## src/rtl/mem_arbiter_if.sv

```systemverilog
// ============================================================================
// Module      : mem_arbiter_if
// Description : Requester-side and memory-side bus bundle for mem_arbiter.
// Revision    : 1.0 - initial release
// ============================================================================
`default_nettype none

interface mem_arbiter_if #(
  parameter int N_REQ  = 3,
  parameter int ADDR_W = 32,
  parameter int DATA_W = 32
) ();
  localparam int OWN_W = (N_REQ > 1) ? $clog2(N_REQ) : 1;

  logic [N_REQ-1:0]        req_i;
  logic [N_REQ-1:0]        gnt_o;
  logic [N_REQ-1:0]        rq_ce_i;
  logic [N_REQ-1:0]        rq_we_i;
  logic [N_REQ*ADDR_W-1:0] rq_addr_i;
  logic [N_REQ*4-1:0]      rq_width_i;
  logic [N_REQ*DATA_W-1:0] rq_data_i;
  logic [DATA_W-1:0]       rq_data_o;
  logic                    mem_ce_o;
  logic                    mem_we_o;
  logic [ADDR_W-1:0]       mem_addr_o;
  logic [3:0]              mem_width_o;
  logic [DATA_W-1:0]       mem_data_o;
  logic [DATA_W-1:0]       mem_data_i;
  logic                    busy_o;
  logic [OWN_W-1:0]        owner_o;
  logic                    overrun_o;

  // Arbiter side
  modport slave (
    input  req_i, rq_ce_i, rq_we_i, rq_addr_i, rq_width_i, rq_data_i, mem_data_i,
    output gnt_o, rq_data_o, mem_ce_o, mem_we_o, mem_addr_o, mem_width_o,
           mem_data_o, busy_o, owner_o, overrun_o
  );

  // Requesters plus memory, as seen from outside the arbiter
  modport master (
    output req_i, rq_ce_i, rq_we_i, rq_addr_i, rq_width_i, rq_data_i, mem_data_i,
    input  gnt_o, rq_data_o, mem_ce_o, mem_we_o, mem_addr_o, mem_width_o,
           mem_data_o, busy_o, owner_o, overrun_o
  );
endinterface

`default_nettype wire

```

## src/rtl/mem_arbiter.sv

```systemverilog
// ============================================================================
// Module      : mem_arbiter
// Description : Round-robin burst arbiter sharing one memory port between
//               N_REQ requesters, with a one-cycle gap between owners and a
//               hold-limit overrun flag.
// Revision    : 1.0 - initial release
// ============================================================================
`default_nettype none

module mem_arbiter #(
  parameter int N_REQ    = 3,
  parameter int ADDR_W   = 32,
  parameter int DATA_W   = 32,
  parameter int MAX_HOLD = 64
) (
  input  logic          clk,
  input  logic          rst,
  mem_arbiter_if.slave  bus
);

  localparam int OWN_W  = (N_REQ > 1) ? $clog2(N_REQ) : 1;
  localparam int CW     = OWN_W + 1;
  localparam int HOLD_W = $clog2(MAX_HOLD + 1);

  localparam logic [1:0] S_IDLE  = 2'd0;
  localparam logic [1:0] S_GRANT = 2'd1;
  localparam logic [1:0] S_GAP   = 2'd2;

  localparam logic [HOLD_W-1:0] C_HOLD_MAX = HOLD_W'(MAX_HOLD);
  localparam logic [HOLD_W-1:0] C_HOLD_PRE = HOLD_W'(MAX_HOLD - 1);
  localparam logic [OWN_W-1:0]  C_LAST     = OWN_W'(N_REQ - 1);

  logic [1:0]        state_q,    state_d;
  logic [N_REQ-1:0]  gnt_q,      gnt_d;
  logic [OWN_W-1:0]  owner_q,    owner_d;
  logic [OWN_W-1:0]  rr_ptr_q,   rr_ptr_d;
  logic [HOLD_W-1:0] hold_cnt_q, hold_cnt_d;
  logic              overrun_q,  overrun_d;

  logic              granted;
  logic              any_req;
  logic              owner_req;
  logic              others_req;
  logic [OWN_W-1:0]  pick;
  logic              found;
  logic [CW-1:0]     cand;

  logic              sel_ce;
  logic              sel_we;
  logic [ADDR_W-1:0] sel_addr;
  logic [3:0]        sel_width;
  logic [DATA_W-1:0] sel_data;

  assign granted    = (state_q == S_GRANT);
  assign any_req    = |bus.req_i;
  // gnt_q is one-hot on the owner while granted, so it doubles as the owner mask
  assign owner_req  = |(bus.req_i & gnt_q);
  assign others_req = |(bus.req_i & ~gnt_q);

  always_comb begin
    pick  = rr_ptr_q;
    found = 1'b0;
    cand  = '0;
    for (int i = 0; i < N_REQ; i++) begin
      cand = {1'b0, rr_ptr_q} + CW'(i);
      if (cand >= CW'(N_REQ)) begin
        cand = cand - CW'(N_REQ);
      end
      if (!found && bus.req_i[cand[OWN_W-1:0]]) begin
        pick  = cand[OWN_W-1:0];
        found = 1'b1;
      end
    end
  end

  always_comb begin
    sel_ce    = 1'b0;
    sel_we    = 1'b0;
    sel_addr  = '0;
    sel_width = '0;
    sel_data  = '0;
    for (int k = 0; k < N_REQ; k++) begin
      if (owner_q == OWN_W'(k)) begin
        sel_ce    = bus.rq_ce_i[k];
        sel_we    = bus.rq_we_i[k];
        sel_addr  = bus.rq_addr_i[k*ADDR_W +: ADDR_W];
        sel_width = bus.rq_width_i[k*4 +: 4];
        sel_data  = bus.rq_data_i[k*DATA_W +: DATA_W];
      end
    end
  end

  always_comb begin
    state_d    = state_q;
    gnt_d      = gnt_q;
    owner_d    = owner_q;
    rr_ptr_d   = rr_ptr_q;
    hold_cnt_d = hold_cnt_q;
    overrun_d  = 1'b0;
    case (state_q)
      S_GRANT: begin
        if (!owner_req) begin
          state_d  = S_GAP;
          gnt_d    = '0;
          rr_ptr_d = (owner_q == C_LAST) ? '0 : owner_q + OWN_W'(1);
        end else begin
          if (hold_cnt_q != C_HOLD_MAX) begin
            hold_cnt_d = hold_cnt_q + HOLD_W'(1);
          end
          // Only the crossing into MAX_HOLD can fire, so one pulse per grant
          overrun_d = (hold_cnt_q == C_HOLD_PRE) && others_req;
        end
      end
      default: begin
        gnt_d = '0;
        if (any_req) begin
          state_d     = S_GRANT;
          gnt_d[pick] = 1'b1;
          owner_d     = pick;
          hold_cnt_d  = '0;
        end else begin
          state_d = S_IDLE;
        end
      end
    endcase
  end

  always_ff @(posedge clk or negedge rst) begin
    if (!rst) begin
      state_q    <= S_IDLE;
      gnt_q      <= '0;
      owner_q    <= '0;
      rr_ptr_q   <= '0;
      hold_cnt_q <= '0;
      overrun_q  <= 1'b0;
    end else begin
      state_q    <= state_d;
      gnt_q      <= gnt_d;
      owner_q    <= owner_d;
      rr_ptr_q   <= rr_ptr_d;
      hold_cnt_q <= hold_cnt_d;
      overrun_q  <= overrun_d;
    end
  end

  assign bus.gnt_o       = gnt_q;
  assign bus.owner_o     = owner_q;
  assign bus.busy_o      = granted;
  assign bus.overrun_o   = overrun_q;
  assign bus.mem_ce_o    = granted & sel_ce;
  assign bus.mem_we_o    = granted & sel_we;
  assign bus.mem_addr_o  = granted ? sel_addr  : '0;
  assign bus.mem_width_o = granted ? sel_width : '0;
  assign bus.mem_data_o  = granted ? sel_data  : '0;
  assign bus.rq_data_o   = bus.mem_data_i;

endmodule

`default_nettype wire

```

## src/flat_wrapper.sv

```systemverilog
// flat-port wrapper written by rule: the top's interface ports become plain ports
module mem_arbiter_flat 
#(
  parameter int N_REQ    = 3,
  parameter int ADDR_W   = 32,
  parameter int DATA_W   = 32,
  parameter int MAX_HOLD = 64
)
  (clk, rst, bus_req_i, bus_rq_ce_i, bus_rq_we_i, bus_rq_addr_i, bus_rq_width_i, bus_rq_data_i, bus_mem_data_i, bus_gnt_o, bus_rq_data_o, bus_mem_ce_o, bus_mem_we_o, bus_mem_addr_o, bus_mem_width_o, bus_mem_data_o, bus_busy_o, bus_owner_o, bus_overrun_o);
  mem_arbiter_if #(.N_REQ(N_REQ), .ADDR_W(ADDR_W), .DATA_W(DATA_W)) bus_i ();
  input  logic clk;
  input  logic rst;
  input wire logic [$bits(bus_i.req_i)-1:0] bus_req_i;
  input wire logic [$bits(bus_i.rq_ce_i)-1:0] bus_rq_ce_i;
  input wire logic [$bits(bus_i.rq_we_i)-1:0] bus_rq_we_i;
  input wire logic [$bits(bus_i.rq_addr_i)-1:0] bus_rq_addr_i;
  input wire logic [$bits(bus_i.rq_width_i)-1:0] bus_rq_width_i;
  input wire logic [$bits(bus_i.rq_data_i)-1:0] bus_rq_data_i;
  input wire logic [$bits(bus_i.mem_data_i)-1:0] bus_mem_data_i;
  output wire logic [$bits(bus_i.gnt_o)-1:0] bus_gnt_o;
  output wire logic [$bits(bus_i.rq_data_o)-1:0] bus_rq_data_o;
  output wire logic [$bits(bus_i.mem_ce_o)-1:0] bus_mem_ce_o;
  output wire logic [$bits(bus_i.mem_we_o)-1:0] bus_mem_we_o;
  output wire logic [$bits(bus_i.mem_addr_o)-1:0] bus_mem_addr_o;
  output wire logic [$bits(bus_i.mem_width_o)-1:0] bus_mem_width_o;
  output wire logic [$bits(bus_i.mem_data_o)-1:0] bus_mem_data_o;
  output wire logic [$bits(bus_i.busy_o)-1:0] bus_busy_o;
  output wire logic [$bits(bus_i.owner_o)-1:0] bus_owner_o;
  output wire logic [$bits(bus_i.overrun_o)-1:0] bus_overrun_o;
  assign bus_i.req_i = bus_req_i;
  assign bus_i.rq_ce_i = bus_rq_ce_i;
  assign bus_i.rq_we_i = bus_rq_we_i;
  assign bus_i.rq_addr_i = bus_rq_addr_i;
  assign bus_i.rq_width_i = bus_rq_width_i;
  assign bus_i.rq_data_i = bus_rq_data_i;
  assign bus_i.mem_data_i = bus_mem_data_i;
  assign bus_gnt_o = bus_i.gnt_o;
  assign bus_rq_data_o = bus_i.rq_data_o;
  assign bus_mem_ce_o = bus_i.mem_ce_o;
  assign bus_mem_we_o = bus_i.mem_we_o;
  assign bus_mem_addr_o = bus_i.mem_addr_o;
  assign bus_mem_width_o = bus_i.mem_width_o;
  assign bus_mem_data_o = bus_i.mem_data_o;
  assign bus_busy_o = bus_i.busy_o;
  assign bus_owner_o = bus_i.owner_o;
  assign bus_overrun_o = bus_i.overrun_o;
  mem_arbiter #(.N_REQ(N_REQ), .ADDR_W(ADDR_W), .DATA_W(DATA_W), .MAX_HOLD(MAX_HOLD)) u_core (.clk(clk), .rst(rst), .bus(bus_i));
endmodule
```

## config.mk

```make
export PLATFORM = sky130hd
export DESIGN_NAME = mem_arbiter_flat
export DESIGN_NICKNAME = d
export VERILOG_FILES = /design/src/rtl/mem_arbiter_if.sv /design/src/rtl/mem_arbiter.sv /design/src/flat_wrapper.sv
export SDC_FILE = /design/constraint.sdc
export NUM_CORES = 1
export LEC_CHECK = 0
export ABC_AREA = 1
export CORE_AREA = 10 10 130 132
export CTS_CLUSTER_DIAMETER = 60
export CTS_CLUSTER_SIZE = 14
export DETAILED_ROUTE_END_ITERATION = 7
export DIE_AREA = 0 0 140 142
export DONT_BUFFER_PORTS = 1
export PLACE_DENSITY = 0.42
export SYNTH_ARGS = -nofsm -noshare
export SYNTH_HDL_FRONTEND = slang
export SYNTH_SLANG_ARGS = --single-unit
```

## constraint.sdc

```tcl
create_clock -name clk -period 2 [get_ports clk]
set_input_delay 0.4 -clock clk [delete_from_list [all_inputs] [get_ports clk]]
set_output_delay 0.4 -clock clk [all_outputs]
set_load 0.005 [all_outputs]
```

==> impl_metrics.ini <==
[status]
outcome = complete, but fails checks
failed_checks = setup timing

[detailed_routing]
via_count = 4111
drcViolationCount = 0
dr.pass1.iters = 5
wl_um = 17600
vias_per_cell = 5.16
wire_per_inst_um = 22.1
drt_iter0_drc = 282
ant_nets = 0

[sta]
fin_crit_ns = 2.07
finalCritPeriodShare_pct = 103
setup_viol = 32
rsz0062_at_grt = yes
drv_slew = 0
finalHoldViolCount = 0
whs_ns = 0.496
relSlewSlack_pct = 44.8
fin_worst_skew_ns = 0.00152
setup-tns-final_ns = -0.504
worstMarginPinSlew_ns = 0.826
fmax_ghz = 0.483
fin_ws_ns = -0.0700

[global_routing]
grt_overflow = 0
grt_pass1_vias = 3978
grt.total_usage_pct = 14.0
grt_max_degree = 62
grt_first_pass_wirelength_um = 22700
antenna_found_initial = 0

[clock_tree]
cts_buffers = 3
clock_sinks = 17
insertion_delay_ns = 0.25
cts_tree = done
path_clk_slew_ns = 0.05
ctsLongestPathBuffers = 2
h-tree-depth = 1
root_buffer = clkbuf_16

[yosys]
yosysTopAreaCell = inv_1
syn_area_um2 = 3450
synth.avg_cell_area_um2 = 5.32
yosys_warnings = 0
synth-edff-count = 0
synth_top_cells_by_area = inv_1 (18%), nand2_1 (18%), o211ai_1 (13%)
synth_seq_area_share_pct = 12.3
synthFlopType = dfrtp_1
yosys-top-cells-count = inv_1 (168), nand2_1 (165), nand3_1 (80), o211ai_1 (60), buf_4 (32)
synth_most_common_cell = inv_1
syn_nets = 900
netlist.area_leader.share_pct = 18.3
async_flop_share_pct = 100
synth_seq_cells = 17
synthDistinctLibCells = 31
syn_inst = 648

[finish]
diodes = 0
fin_nets = 866
drive_gt1_share_pct = 20.2
syn_to_final_growth_pct = 17.5
stdcell_count = 797

[setup_path]
cp_data_required_time_ns = 1.60
cp_cell_sequence = or2_4, buf_12, o211ai_1, nand2_1, inv_2
slowest_stage = dfrtp_2
critPathKind = flip-flop to output port
cp_max_fo = 6
arrival_ns = 1.67
reg2reg_from = u_core.rr_ptr_q[0]
crit_start = u_core.bus.owner_o[0]
critPathMaxStageDelay_ns = 0.44
end_kind = output port
critPathBufInv = 2
startpoint_type = flip-flop
cp_top_family = flip-flops

[floorplan]
die-area_um2 = 19900
start_util_pct = 24.1
core_area_um2 = 14300
die_y_um = 142
num_rows = 44
die_width_um = 140
io-pin-count = 356

[hold_path]
hp-class = input port to flip-flop
min-delay-start = bus_req_i[2]

[pwr]
p_leak_nw = 2.26
peakVddDrop_mv = 0.586
cellPowerDensity_nw_per_um2 = 1680

[place]
io_buffers = 0
dp_slack_ns = 0.0990
hpwl_um = 12400
place_congestion = 0.856
dp_cells = 771

[job]
drv_cap = 0
## layer usage
| layer | GRT usage (%) | wire, um | part of all wire, % |
|---|---|---|---|
| met1 | 16.3 | 6890 | 39 |
| met2 | 24.4 | 8530 | 48 |
| met4 | 1.52 | 82 | 0.47 |
| met3 | 5.37 | 2100 | 12 |
| met5 | 0 | 0 | 0 |
## stage by stage
stage | power, W | instance area (um^2) | utilization [%]
after detailed placement | 0.00487 | 3430 | 24.0
after global placement | 0.00480 | 3430 | 24.0
after floorplan | 0.00375 | 3450 | -
after CTS | 0.00579 | 3640 | 25.5
after global routing | 0.00740 | 4050 | 28.3
final | 0.00679 | 4050 | 28.3
## cells by family (layout without fill, tap and decap cells)
| family | count (synthesis) | count (layout) | synth area share (%) |
|---|---|---|---|
| buffers and inverters | 242 | 207 | 30.4 |
| xor gates and xnor gates | 3 | 3 | 0.762 |
| DFF | 17 | 17 | 12.3 |
| AOI/OAI and AO/OA | 99 | 99 | 19.8 |
| and+or+nand+nor | 282 | 282 | 34.9 |
| adders and majority gates | 5 | 5 | 1.81 |
## layout make-up
class / instances / area, um^2
sequential: 17 / 427
inverter: 171 / 642
tap: 184 / 230
multi-input combinational: 389 / 2090
clock buffer: 4 / 78.8
timing repair buffer: 32 / 587
fill: 1603 / 10300
## flip-flops by register name (all words and copies together), names as in the netlist
register / count
u_core.bus.gnt_o: 3
u_core.rr_ptr_q: 2
u_core.bus.overrun_o: 1
u_core.state_q: 2
u_core.bus.owner_o: 2
u_core.hold_cnt_q: 7
## repair_timing
action,4_1_cts,5_1_grt
hold buffers,1,0
pin swaps,5,23
gates resized for setup,40,67
setup endpoints to repair,69,75
gates cloned,3,10
buffers inserted,2,7
hold endpoints to repair,17,0
## tightest hold or removal path: cells and delay by family
kind	cells	cell delay [ns]
AO/OA/AOI/OAI	1	0.09
AND/OR/NAND/NOR	3	0.21
## report_power, final
group / leakage, nW / switching (W) / internal, W / total, W
Clock: 0.0382 / 0.000134 / 0.000271 / 0.000405
Sequential: 0.220 / 0.0000997 / 0.000456 / 0.000556
Combinational: 2.00 / 0.00353 / 0.00230 / 0.00583
Total: 2.26 / 0.00376 / 0.00303 / 0.00679
## placed cells by master, fill, tap and decap left out, drive strengths merged
master | synthesis | layout
nand2 | 168 | 168
buf | 49 | 19
dfrtp | 17 | 17
or2 | 1 | 1
inv | 171 | 171
nand4 | 1 | 1
a21oi | 3 | 3
nand3 | 80 | 80
ha | 5 | 5
o22ai | 1 | 1
clkbuf | 22 | 14
o211ai | 61 | 61
o21a | 1 | 1
dlygate4sd3 | 0 | 1
o21ai | 28 | 28
o21bai | 2 | 2
xnor2 | 3 | 3
nor2 | 27 | 27
nor3 | 4 | 4
bufbuf | 0 | 2
o31ai | 3 | 3
nor4 | 1 | 1
## final timing paths
kind / endpoint / slack [ns] / cells past startpoint
worst max-delay path: bus_mem_addr_o[7] / -0.07 / 5
worst min-delay path: u_core.bus.gnt_o[2] / 0.50 / 4
worst max register to register: u_core.bus.gnt_o[0] / 0.25 / 11
worst min register to register: u_core.hold_cnt_q[6] / 0.52 / 2
max in group asynchronous: u_core.bus.owner_o[0] / 0.74 / 1
min in group asynchronous: u_core.bus.gnt_o[0] / 0.70 / 1
No activity file was read; power rests on OpenSTA's default activity.
